$ cat src/rtl/instr_seq_pkg.sv
// instr_seq_pkg: opcodes, instruction field layout, FSM states and FIFO beat format
package instr_seq_pkg;

    localparam logic [3:0] OP_NOP  = 4'h0;
    localparam logic [3:0] OP_ADD  = 4'h1;
    localparam logic [3:0] OP_SUB  = 4'h2;
    localparam logic [3:0] OP_MUL  = 4'h3;
    localparam logic [3:0] OP_MAC  = 4'h4;
    localparam logic [3:0] OP_HALT = 4'hF;

    localparam int OP_LSB   = 28;
    localparam int OP_W     = 4;
    localparam int BASE_LSB = 18;
    localparam int CNT_LSB  = 8;
    localparam int FIELD_W  = 10;

    typedef enum logic [2:0] {
        S_IDLE,
        S_FETCH,
        S_DECODE,
        S_STREAM,
        S_DRAIN
    } state_t;

    // spare bit pads the beat to the 70-bit FIFO word
    typedef struct packed {
        logic        spare;
        logic [3:0]  op;
        logic        last;
        logic [31:0] a;
        logic [31:0] b;
    } beat_t;

    function automatic logic op_streams(input logic [3:0] op);
        return op >= OP_ADD && op <= OP_MAC;
    endfunction

    function automatic logic op_illegal(input logic [3:0] op);
        return !op_streams(op) && op != OP_NOP && op != OP_HALT;
    endfunction

endpackage

$ cat src/rtl/seq_skid_fifo.sv
// seq_skid_fifo: synchronous FIFO with count/full/empty; push and pop may coincide
module seq_skid_fifo #(
    parameter int WIDTH = 70,
    parameter int DEPTH = 4
) (
    input  logic                     clk,
    input  logic                     rst,
    input  logic                     push,
    input  logic                     pop,
    input  logic [WIDTH-1:0]         din,
    output logic [WIDTH-1:0]         dout,
    output logic [$clog2(DEPTH):0]   count,
    output logic                     full,
    output logic                     empty
);
    localparam int AW = $clog2(DEPTH);

    logic [WIDTH-1:0] mem [DEPTH];
    logic [AW-1:0]    wr_ptr, rd_ptr;
    logic             do_push, do_pop;

    assign empty   = count == '0;
    assign full    = count == (AW+1)'(DEPTH);
    assign do_pop  = pop && !empty;
    assign do_push = push && (!full || do_pop);
    assign dout    = mem[rd_ptr];

    always_ff @(posedge clk) begin
        if (rst) begin
            wr_ptr <= '0;
            rd_ptr <= '0;
            count  <= '0;
        end else begin
            wr_ptr <= do_push ? wr_ptr + AW'(1) : wr_ptr;
            rd_ptr <= do_pop ? rd_ptr + AW'(1) : rd_ptr;
            count  <= count + (AW+1)'(do_push) - (AW+1)'(do_pop);
        end
    end

    always_ff @(posedge clk) begin
        if (do_push)
            mem[wr_ptr] <= din;
    end

endmodule

$ cat src/rtl/instr_sequencer.sv
// instr_sequencer: walks the instruction BRAM after a program load and streams
// {op, a, b} operand beats to the PE array through a small skid FIFO
module instr_sequencer
    import instr_seq_pkg::*;
#(
    parameter int BRAM_DEPTH       = 10,
    parameter int INSTR_BRAM_DEPTH = 11,
    parameter int FIFO_DEPTH       = 4
) (
    input  logic                        ACLK,
    input  logic                        ARESET,
    input  logic                        VALID_FU2PE,
    output logic [INSTR_BRAM_DEPTH-1:0] instr_addr,
    output logic                        instr_rd_en,
    input  logic [31:0]                 instr_dout,
    output logic [BRAM_DEPTH-1:0]       mat_a_addr,
    output logic                        mat_a_rd_en,
    input  logic [31:0]                 mat_a_dout,
    output logic [BRAM_DEPTH-1:0]       mat_b_addr,
    output logic                        mat_b_rd_en,
    input  logic [31:0]                 mat_b_dout,
    output logic                        pe_valid,
    input  logic                        pe_ready,
    output logic [3:0]                  pe_op,
    output logic [31:0]                 pe_a,
    output logic [31:0]                 pe_b,
    output logic                        pe_last,
    output logic                        busy,
    output logic                        done,
    output logic                        err
);
    localparam int CW = $clog2(FIFO_DEPTH) + 1;

    state_t                      state;
    logic [INSTR_BRAM_DEPTH-1:0] ip;
    logic [3:0]                  op, inflight_op, dec_op;
    logic [FIELD_W-1:0]          base, cnt, idx;
    logic                        final_instr, inflight, inflight_last;
    logic [CW-1:0]               fifo_count;
    logic                        fifo_full, fifo_empty, issue, drained;
    logic [BRAM_DEPTH-1:0]       rd_addr;
    beat_t                       push_beat, head;
    logic                        unused;

    assign dec_op  = instr_dout[OP_LSB +: OP_W];
    // reserve a FIFO slot for every read whose data has not yet landed
    assign issue   = state == S_STREAM && int'(fifo_count) + int'(inflight) < FIFO_DEPTH;
    assign drained = fifo_empty && !inflight;
    assign rd_addr = BRAM_DEPTH'(base) + BRAM_DEPTH'(idx);

    assign instr_addr  = ip;
    assign instr_rd_en = state == S_FETCH;
    assign mat_a_addr  = rd_addr;
    assign mat_b_addr  = rd_addr;
    assign mat_a_rd_en = issue;
    assign mat_b_rd_en = issue;
    assign done        = state == S_DRAIN && drained;

    assign push_beat = '{spare: 1'b0, op: inflight_op, last: inflight_last, a: mat_a_dout, b: mat_b_dout};
    assign pe_valid  = !fifo_empty;
    assign pe_op     = head.op;
    assign pe_last   = head.last;
    assign pe_a      = head.a;
    assign pe_b      = head.b;
    assign unused    = ^{instr_dout[CNT_LSB-1:0], head.spare, fifo_full};

    always_ff @(posedge ACLK) begin
        if (ARESET) begin
            state         <= S_IDLE;
            ip            <= '0;
            op            <= OP_NOP;
            base          <= '0;
            cnt           <= '0;
            idx           <= '0;
            final_instr   <= 1'b0;
            inflight      <= 1'b0;
            inflight_op   <= OP_NOP;
            inflight_last <= 1'b0;
            busy          <= 1'b0;
            err           <= 1'b0;
        end else begin
            inflight      <= issue;
            inflight_op   <= op;
            inflight_last <= idx == cnt;
            case (state)
                S_IDLE: if (VALID_FU2PE) begin
                    ip    <= '0;
                    err   <= 1'b0;
                    busy  <= 1'b1;
                    state <= S_FETCH;
                end
                S_FETCH: state <= S_DECODE;
                S_DECODE: begin
                    ip          <= ip + INSTR_BRAM_DEPTH'(1);
                    op          <= dec_op;
                    base        <= instr_dout[BASE_LSB +: FIELD_W];
                    cnt         <= instr_dout[CNT_LSB +: FIELD_W];
                    idx         <= '0;
                    final_instr <= &ip;
                    err         <= err | op_illegal(dec_op);
                    state       <= op_streams(dec_op) ? S_STREAM :
                                   (dec_op == OP_HALT || &ip) ? S_DRAIN : S_FETCH;
                end
                S_STREAM: if (issue) begin
                    idx <= idx + FIELD_W'(1);
                    if (idx == cnt)
                        state <= final_instr ? S_DRAIN : S_FETCH;
                end
                S_DRAIN: if (drained) begin
                    busy  <= 1'b0;
                    state <= S_IDLE;
                end
                default: state <= S_IDLE;
            endcase
        end
    end

    seq_skid_fifo #(
        .WIDTH($bits(beat_t)),
        .DEPTH(FIFO_DEPTH)
    ) u_fifo (
        .clk  (ACLK),
        .rst  (ARESET),
        .push (inflight),
        .pop  (pe_ready),
        .din  (push_beat),
        .dout (head),
        .count(fifo_count),
        .full (fifo_full),
        .empty(fifo_empty)
    );

endmodule

$ cat config.mk
export PLATFORM = sky130hd
export DESIGN_NAME = instr_sequencer
export DESIGN_NICKNAME = d
export VERILOG_FILES = /design/src/rtl/instr_seq_pkg.sv /design/src/rtl/seq_skid_fifo.sv /design/src/rtl/instr_sequencer.sv
export SDC_FILE = /design/constraint.sdc
export NUM_CORES = 1
export LEC_CHECK = 0
export ABC_AREA = 1
export BUFFER_PORTS_ARGS = -buffer_cell sky130_fd_sc_hd__buf_2
export CORE_UTILIZATION = 55
export CTS_CLUSTER_DIAMETER = 80
export DETAILED_ROUTE_END_ITERATION = 10
export PLACE_DENSITY_LB_ADDON = 0.08
export RECOVER_POWER = 25
export SLEW_MARGIN = 5
export SYNTH_ARGS = -nofsm -noshare
export SYNTH_HDL_FRONTEND = slang
export SYNTH_SLANG_ARGS = --single-unit
$ cat constraint.sdc
create_clock -name ACLK -period 5 [get_ports ACLK]
set_input_delay 0.75 -clock ACLK [delete_from_list [all_inputs] [get_ports ACLK]]
set_output_delay 0.75 -clock ACLK [all_outputs]
set_load 0.05 [all_outputs]
Word level (Yosys, flattened, before mapping)
Memories as Yosys holds them, arrays and structs flattened. A register that Yosys moved wholly into a read port is not among the register bits.
Cells that the tools add are included.
Word-level totals
  logic and storage cells: 86
  memories: 1
  bits in read-only memories: 0
  output and inout port bits: 107
  register bits: 64
  bits in writable memories: 276
  latch bits: 0
  bits of input ports: 100
Operators by class
  divide/modulo/power cells: 0
  eq/ne operators: 12
  add/sub/neg operators: 8
  multiplexer cells: 21
  bitwise operators: 1
  $mul: 0
  shifts and indexed selects: 0
  order comparisons: 3
  reductions and logical operators: 25
Memory list
  u_fifo.mem: depth 4, bits a word 69, read ports 1, clocked after memory_dff 1, wr ports 1, RTL line seq_skid_fifo.sv:18  | logic [WIDTH-1:0] mem [DEPTH];
Operator list (number)
  one-hot mux 11 bit (2 select lines): 1
  2-to-1 mux 3 bit: 7
  one-hot mux 10 bit (2 select lines): 1
  one-hot mux 3 bit (5 select lines): 1
  adder 11 x 1 -> 11 bit (second input constant): 1
  2-to-1 mux 11 bit: 1
  AND reduction 11 bit: 1
  adder 10 x 1 -> 10 bit (second input constant): 1
  adder 10 bit: 1
  == test 10 bit: 1
  2-to-1 mux 10 bit: 1
  logical AND 1 bit: 8
  == test 3 x 2 -> 1 bit (second input constant): 2
  == test 3 bit (second input constant): 2
  logical NOT 3 bit: 2
  != test 2 bit (second input constant): 3
  nonzero test 2 bit: 3
  2-to-1 mux 1 bit: 5
  adder 2 x 1 -> 2 bit (second input constant): 2
  adder 3 x 1 -> 4 bit: 1
  == test 4 bit (second input constant): 1
  greater-or-equal comparator 4 x 1 -> 1 bit (second input constant): 1
  less-or-equal comparator 4 x 3 -> 1 bit (second input constant): 1
  logical NOT 1 bit: 4
  14 further kinds: 18

Longest topological paths before layout
Gate-level depths: netlist of the first run.
  word-level depth: 7
  mapped depth: 12
  mapped depth without buffers: 11

By module
From an unflattened synthesis of the first run, not the netlist that was laid out.
Unflattened totals
  cells, all modules: 1153
  area total of the unflattened synthesis: 14370.0 um^2
Modules (own cells, without submodules)
  seq_skid_fifo: sequential area each 8588.2 um^2, area an instance 11439.7 um^2, cells each 747, instances 1
  instr_sequencer: sequential area each 1141.1 um^2, area an instance 2930.3 um^2, cells each 406, instances 1

Least setup slack after synthesis of the first run
OpenSTA, ideal clock, no wires.
  path type: input -> register
  from: input port pe_ready
  to: memory u_fifo.mem[0][0] (netlist name) (enable)
  cell stages on the path: 4
  required time: 4503 ps
  buffers on the path: 0
  setup time: 497 ps
  slack: 438 ps
  data arrival time: 4066 ps
  cell sequence: inv_1 -> a31oi_1 -> inv_1 -> nor2_1
Between the ends
  cells in the longest elaborated chain, start to end: 5
Ends and longest elaborated chain
  from (decl): RTL line instr_sequencer.sv:23  | input logic pe_ready,
  logical AND 1 bit: RTL line seq_skid_fifo.sv:24  | assign do_pop = pop && !empty;
  logical OR 1 bit: RTL line seq_skid_fifo.sv:25  | assign do_push = push && (!full || do_pop);
  logical AND 1 bit: RTL line seq_skid_fifo.sv:25
  2-to-1 mux 1 bit: RTL line seq_skid_fifo.sv:41  | if (do_push)
  2-to-1 mux 1 bit (not written as such): RTL line seq_skid_fifo.sv:42  | mem[wr_ptr] <= din;
  to (decl): RTL line seq_skid_fifo.sv:18
No other way between the ends.

==> run_results.csv, run 1 <==
group,metric,value,unit
outcome,run_status,"finished, final reports clean",
worst_setup_path,end_kind,"primary output",
finish,post_route_cells_drive_above_1_share,16.9,%
cts,cts_setup_buffers,0,
worst_hold_path,hp-class,"reg2reg",
cts,cts-htree-levels,2,
finish,num-fill-cells,1861,
worst_setup_path,critPathArrivalTime,2.79,ns
routing,wire_per_inst,16.2,um
synth,yosysSeqAreaShare,70.9,%
cts,cts_buffer_depth,3,
finish,area_used_by_multi_input_combinational_logic,0.00341,sq mm
worst_setup_path,required,4.25,ns
cts,inserted_clock_buffers,35,
cts,clkTransAtPathRegs,0.06,ns
sta,final_hold_viol_count,0,
worst_setup_path,timing_worst_setup_path_type,"reg2out",
sta,worst-slew-pin-transition,1.20,ns
synth,post_synth.cell_area_avg,11.8,sq um
cts,cts_repair_resize_count,0,
cts,clkSinkCount,342,
routing,detailedRoute.firstIterationViolations,565,
floorplanning,floorplan.io_pins,207,
power,p_leak,5.81,nW
finish,layout_commonest_cell,"sky130_fd_sc_hd__edfxtp_1",
synth,synth_ff_type,"sky130_fd_sc_hd__edfxtp_1",
global_routing,grt_use_total,21.8,%
finish,syn2layout_area_growth,16.9,%
finish,final_nets,1454,
synth,async_flop_share,0,%
floorplanning,coreArea,0.0242,sq mm
floorplanning,core.rowCount,57,
routing,dr_vias,9028,
sta,grt_setup_unrepaired,"false",
sta,layout_worst_path_cycle_share,70.8,%
floorplanning,start_util,55.9,%
cts,cts_hold_buffers,0,
synth,postSynthCellCount,1151,
sta,maxClockFrequency,282,MHz
routing,post-route-drc-count,0,
place,gp_routability_congestion,0.826,
routing,drt.antenna.violating_nets,0,
sta,setup-violations-final,0,
finish,most_frequent_cells_in_the_layout,"sky130_fd_sc_hd__edfxtp_1 (276), sky130_fd_sc_hd__nor2_1 (185), sky130_fd_sc_hd__o21ai_0 (165)",
power,power_density,519,mW/mm^2
routing,routed_via_count_divided_by_cell_count,5.36,
global_routing,grt_overflow,0,
global_routing,grt_antenna_before_repair,2,
worst_setup_path,startpoint_type,"register",
sta,timing_max_transition_violations_final,0,
cts,clock_latency_at_the_later_pin_of_the_worst_skew_pair,0.50,ns
synth,synth_enable_flop_cells,276,
synth,synthesis.yosys.warnings,0,
routing,drt-pass1-iter-count,4,
sta,finalWorstPathRequiredPeriod,3.54,ns
job,maxCapViolCount,0,
sta,fin_setup_tns,0,ns
power,peakVddDrop,0.447,mV
sta,clock_skew,0.0120,ns
sta,final.setup.worst_slack,1.46,ns
floorplanning,floorplan.die.height,159,um
cts,tritoncts,"done",
global_routing,grt_pass1_vias,8730,
place,dpl.hpwl,15700,um
floorplanning,die-area,0.0253,sq mm
worst_setup_path,crit_path_max_fanout,120,
synth,synth.ff_latch_count,342,
global_routing,grt_first_pass_wirelength,43600,um
place,port_buffers,198,
place,pre_cts_setup_slack,2.01,ns
synth,synth_nets,1271,
routing,detail_route.wirelength,27300,um
sta,worst_relative_slew_slack,20.0,%
floorplanning,die_w,159,um
finish,seqCellArea,0.00961,sq mm
synth,yosysUniqueCellTypes,36,
synth,synthesis.area,0.0135,sq mm
global_routing,grt_start_max_net_pins,121,
cts,clock-root-buffer,"sky130_fd_sc_hd__clkbuf_16",
-- state kept, by name, summed over array words and instances (netlist names), named ones only --
register / flops
inflight: 1
state: 3
inflight_last: 1
u_fifo.count: 3
cnt: 10
busy: 1
err: 1
idx: 10
op: 4
base: 10
inflight_op: 4
u_fifo.mem: 276
u_fifo.rd_ptr: 2
final_instr: 1
instr_addr: 11
u_fifo.wr_ptr: 2
-- worst paths after layout --
path | startpoint | endpoint | slack (ns) | cells after the start
worst max-delay path | register | pe_op[1] | 1.46 | 4
worst min-delay path | op[1] | inflight_op[1] | 0.43 | 2
worst max register to register | u_fifo.count[1] | u_fifo.mem[1][63] | 2.47 | 5
worst min register to register | op[1] | inflight_op[1] | 0.43 | 2
-- worst max-delay path, stage by stage, from the launching register on --
cell and delay, ns:
sky130_fd_sc_hd__dfxtp_4 0.48, sky130_fd_sc_hd__buf_4 0.89, sky130_fd_sc_hd__o21ai_0 0.24, sky130_fd_sc_hd__o22ai_1 0.23, sky130_fd_sc_hd__buf_2 0.31
-- synthesized netlist by cell type, types with 2 or more instances --
master | n | area (sq um)
sky130_fd_sc_hd__edfxtp_1 | 276 | 8290
sky130_fd_sc_hd__nor2_1 | 189 | 709
sky130_fd_sc_hd__o21ai_0 | 165 | 826
sky130_fd_sc_hd__nand2_1 | 112 | 420
sky130_fd_sc_hd__o22ai_1 | 70 | 438
sky130_fd_sc_hd__dfxtp_1 | 66 | 1320
sky130_fd_sc_hd__inv_1 | 64 | 240
sky130_fd_sc_hd__clkbuf_1 | 45 | 169
sky130_fd_sc_hd__nand3_1 | 39 | 195
sky130_fd_sc_hd__a21oi_1 | 30 | 150
sky130_fd_sc_hd__ha_1 | 18 | 225
sky130_fd_sc_hd__buf_4 | 11 | 82.6
sky130_fd_sc_hd__buf_2 | 9 | 45.0
sky130_fd_sc_hd__xnor2_1 | 9 | 78.8
sky130_fd_sc_hd__nand4_1 | 6 | 37.5
sky130_fd_sc_hd__inv_2 | 5 | 18.8
sky130_fd_sc_hd__xor2_1 | 5 | 43.8
sky130_fd_sc_hd__nor3_1 | 4 | 20.0
sky130_fd_sc_hd__a211oi_1 | 3 | 22.5
sky130_fd_sc_hd__o211ai_1 | 3 | 22.5
sky130_fd_sc_hd__o21ai_1 | 3 | 15.0
sky130_fd_sc_hd__a221oi_1 | 2 | 17.5
sky130_fd_sc_hd__fa_1 | 2 | 40.0
sky130_fd_sc_hd__nand3b_1 | 2 | 15.0
sky130_fd_sc_hd__or2_2 | 2 | 12.5
-- layer usage --
metal / vias up / routed length, um / GRT usage (%)
met5: - / 0 / 0
met4: 0 / 714 / 7.91
met3: 51 / 1410 / 3.72
li1: 4470 / - / -
met2: 240 / 13600 / 38.3
met1: 4267 / 11600 / 27.3
-- power breakdown --
group	internal (mW)	leakage, nW	switching [mW]	total, mW
Clock	1.47	0.531	1.00	2.47
Combinational	0.548	2.26	1.90	2.45
Sequential	3.21	3.02	0.0940	3.30
-- kinds of logic after synthesis --
| kind of cell | count (synthesis) | share of synthesized area, % |
|---|---|---|
| adders and majority gates | 20 | 1.96 |
| and+or+nand+nor | 359 | 10.8 |
| AOI/OAI and AO/OA | 281 | 11.3 |
| buffers and inverters | 135 | 4.13 |
| DFF | 342 | 70.9 |
| xor gates and xnor gates | 14 | 0.905 |
-- stage by stage --
stage          cell area, sq um  std cells  power [mW]  hold WS, ns  util (%)
6_report                  15800       1685        8.23        0.425      65.3
5_1_grt                   15800       1682        8.59        0.441      65.3
4_1_cts                   15900       1682        8.30        0.429      65.5
3_5_place_dp              14800       1621        5.83        0.420      61.0
3_3_place_gp              14800       1621        5.79        0.418      61.0
2_1_floorplan             13500       1151        5.25        0.405         -
-- final cells by class --
type,count,area share [%]
Inverter,70,1.67
Clock buffer,43,5.85
Multi-Input combinational cell,674,21.5
Clock inverter,18,1.05
Tap cell,324,2.56
Sequential cell,342,60.7
Antenna cell,3,0.0474
Timing Repair Buffer,211,6.59
(Power assumes the default switching activity.)
==> run 2, diff against run 1 <==
CORE_UTILIZATION = 51   (was 55)
clock period = 3.1 ns   (was 5 ns; I/O delays follow)
==> run 2 against run 1 <==
Effect of this change:
- hold slack lost 0.25 ns
- sequential power increased by 61%
- utilization decreased by 4.1 points
- critical endpoint is now mat_b_addr[8]
- largest power group unchanged
==> run_results.csv, run 2 (same netlist as run 1, synthesis figures left out) <==
group,metric,value,unit
routing,dr_vias,8979,
global_routing,grt_start_max_net_pins,139,
cts,cts-htree-levels,2,
sta,fin_setup_tns,0,ns
worst_setup_path,critPathArrivalTime,2.46,ns
finish,layout.cell_area.non_filler,0.0160,sq mm
sta,timing_max_transition_violations_final,0,
sta,clock_skew,0.0141,ns
routing,post-route-drc-count,0,
floorplanning,die-area,0.0272,sq mm
sta,maxClockFrequency,342,MHz
outcome,run_status,"finished, final reports clean",
cts,clkTransAtPathRegs,0.06,ns
sta,worst_relative_slew_slack,55.8,%
cts,clock-root-buffer,"sky130_fd_sc_hd__clkbuf_16",
place,dpl.hpwl,16500,um
finish,largest_register_ffs,276,
worst_setup_path,end_kind,"primary output",
power,peakVddDrop,0.610,mV
sta,worst-slew-pin-transition,0.663,ns
worst_setup_path,timing.rr.end,"u_fifo.mem[0][59]",
cts,inserted_clock_buffers,36,
cts,tritoncts,"done",
floorplanning,core.rowCount,59,
worst_setup_path,crit_path_end,"mat_b_addr[8]",
floorplanning,die_w,165,um
finish,final_nets,1459,
global_routing,grt_pass1_vias,8379,
worst_setup_path,startpoint_type,"register",
sta,setup-violations-final,0,
place,placed_cells_incl_taps,1636,
place,place_area,0.0149,sq mm
cts,cts_setup_buffers,0,
routing,drt-pass1-iter-count,5,
sta,grt_setup_unrepaired,"false",
finish,layout_commonest_cell,"sky130_fd_sc_hd__edfxtp_1",
finish,postLayoutCoreUtil,61.2,%
place,gp_routability_congestion,0.831,
routing,detailedRoute.firstIterationViolations,609,
global_routing,grt_use_total,20.4,%
routing,routed_via_count_divided_by_cell_count,5.28,
cts,clkSinkCount,342,
power,power_density,829,mW/mm^2
routing,drt.antenna.violating_nets,0,
worst_setup_path,flop2flop_setup_slack,1.03,ns
cts,cts_buffer_depth,3,
worst_setup_path,critical_path.startpoint,"idx[0]",
sta,layout_worst_path_cycle_share,94.2,%
routing,detail_route.wirelength,28000,um
cts,cts_repair_resize_count,3,
finish,final_cell_count_no_fill,1699,
finish,regMostFlops,"u_fifo.mem",
finish,most_frequent_cells_in_the_layout,"sky130_fd_sc_hd__edfxtp_1 (276), sky130_fd_sc_hd__nor2_1 (185), sky130_fd_sc_hd__o21ai_0 (165)",
global_routing,grt_antenna_before_repair,1,
worst_setup_path,reg2reg_depth,5,
sta,final_hold_viol_count,0,
worst_setup_path,crit_path_max_fanout,7,
floorplanning,floorplan.die.height,165,um
worst_setup_path,timing_worst_setup_path_type,"reg2out",
finish,post_route_cells_drive_above_1_share,17.2,%
cts,clock_latency_at_the_later_pin_of_the_worst_skew_pair,0.51,ns
floorplanning,floorplan.io_pins,207,
routing,wire_per_inst,16.5,um
power,p_total,13.2,mW
floorplanning,coreArea,0.0261,sq mm
worst_setup_path,required,2.63,ns
power,p_leak,5.83,nW
global_routing,grt_overflow,0,
job,maxCapViolCount,0,
cts,cts_hold_buffers,0,
sta,finalWorstPathRequiredPeriod,2.92,ns
finish,syn2layout_area_growth,17.8,%
worst_hold_path,hp-class,"in2reg",
worst_setup_path,timing.rr.start,"u_fifo.count[1]",
floorplanning,start_util,52.0,%
global_routing,grt_first_pass_wirelength,43000,um
place,port_buffers,198,
-- run 2: worst min path at each step --
stage                   start           endpoint  slack [ns]  cells after the start
6_report       instr_dout[24]            base[6]        0.18                      3
3_3_place_gp            op[2]     inflight_op[2]        0.42                      2
3_5_place_dp            op[2]     inflight_op[2]        0.42                      2
5_1_grt         mat_a_dout[8]  u_fifo.mem[2][40]        0.18                      1
2_1_floorplan           op[1]     inflight_op[1]        0.40                      2
4_1_cts        mat_b_dout[18]  u_fifo.mem[0][18]        0.15                      1
-- run 2: routing by layer --
layer	part of all wire [%]	vias to the layer above	track usage [%]
li1	-	4470	-
met1	43	4226	26.0
met2	49	244	35.3
met3	5.4	39	4.07
met4	2.0	0	5.80
met5	0	-	0
-- run 2: report_power, final --
part | switching [mW] | internal [mW] | total [mW]
logic | 3.08 | 0.916 | 3.99
clock network | 1.62 | 2.31 | 3.93
registers | 0.143 | 5.18 | 5.32
-- run 2: critical path, cell delays in order (launching register included) --
cell and delay [ns]:
sky130_fd_sc_hd__dfxtp_4 0.39, sky130_fd_sc_hd__ha_4 0.15, sky130_fd_sc_hd__inv_1 0.05, sky130_fd_sc_hd__fa_1 0.39
sky130_fd_sc_hd__nand3b_1 0.19, sky130_fd_sc_hd__nand2_2 0.10, sky130_fd_sc_hd__a21oi_1 0.09, sky130_fd_sc_hd__nor2_1 0.09
sky130_fd_sc_hd__o21ai_0 0.11, sky130_fd_sc_hd__nand2_1 0.08, sky130_fd_sc_hd__nand2_1 0.04, sky130_fd_sc_hd__nand2_1 0.10
sky130_fd_sc_hd__buf_6 0.17
-- run 2: area by class of cell --
type | instances | area (sq um)
Multi-Input combinational cell | 674 | 3430
Antenna cell | 1 | 2.50
Fill cell | 2141 | 10100
Clock inverter | 10 | 81.3
Timing Repair Buffer | 215 | 1150
Inverter | 70 | 264
Clock buffer | 52 | 992
Sequential cell | 342 | 9620
Tap cell | 335 | 419
-- run 2: metrics by stage --
step,hold slack (ns),setup WS [ns]
2_1_floorplan,0.405,-0.0539
3_5_place_dp,0.419,0.437
6_report,0.178,0.178
5_1_grt,0.177,0.00766
4_1_cts,0.149,0.0342
3_3_place_gp,0.418,0.455
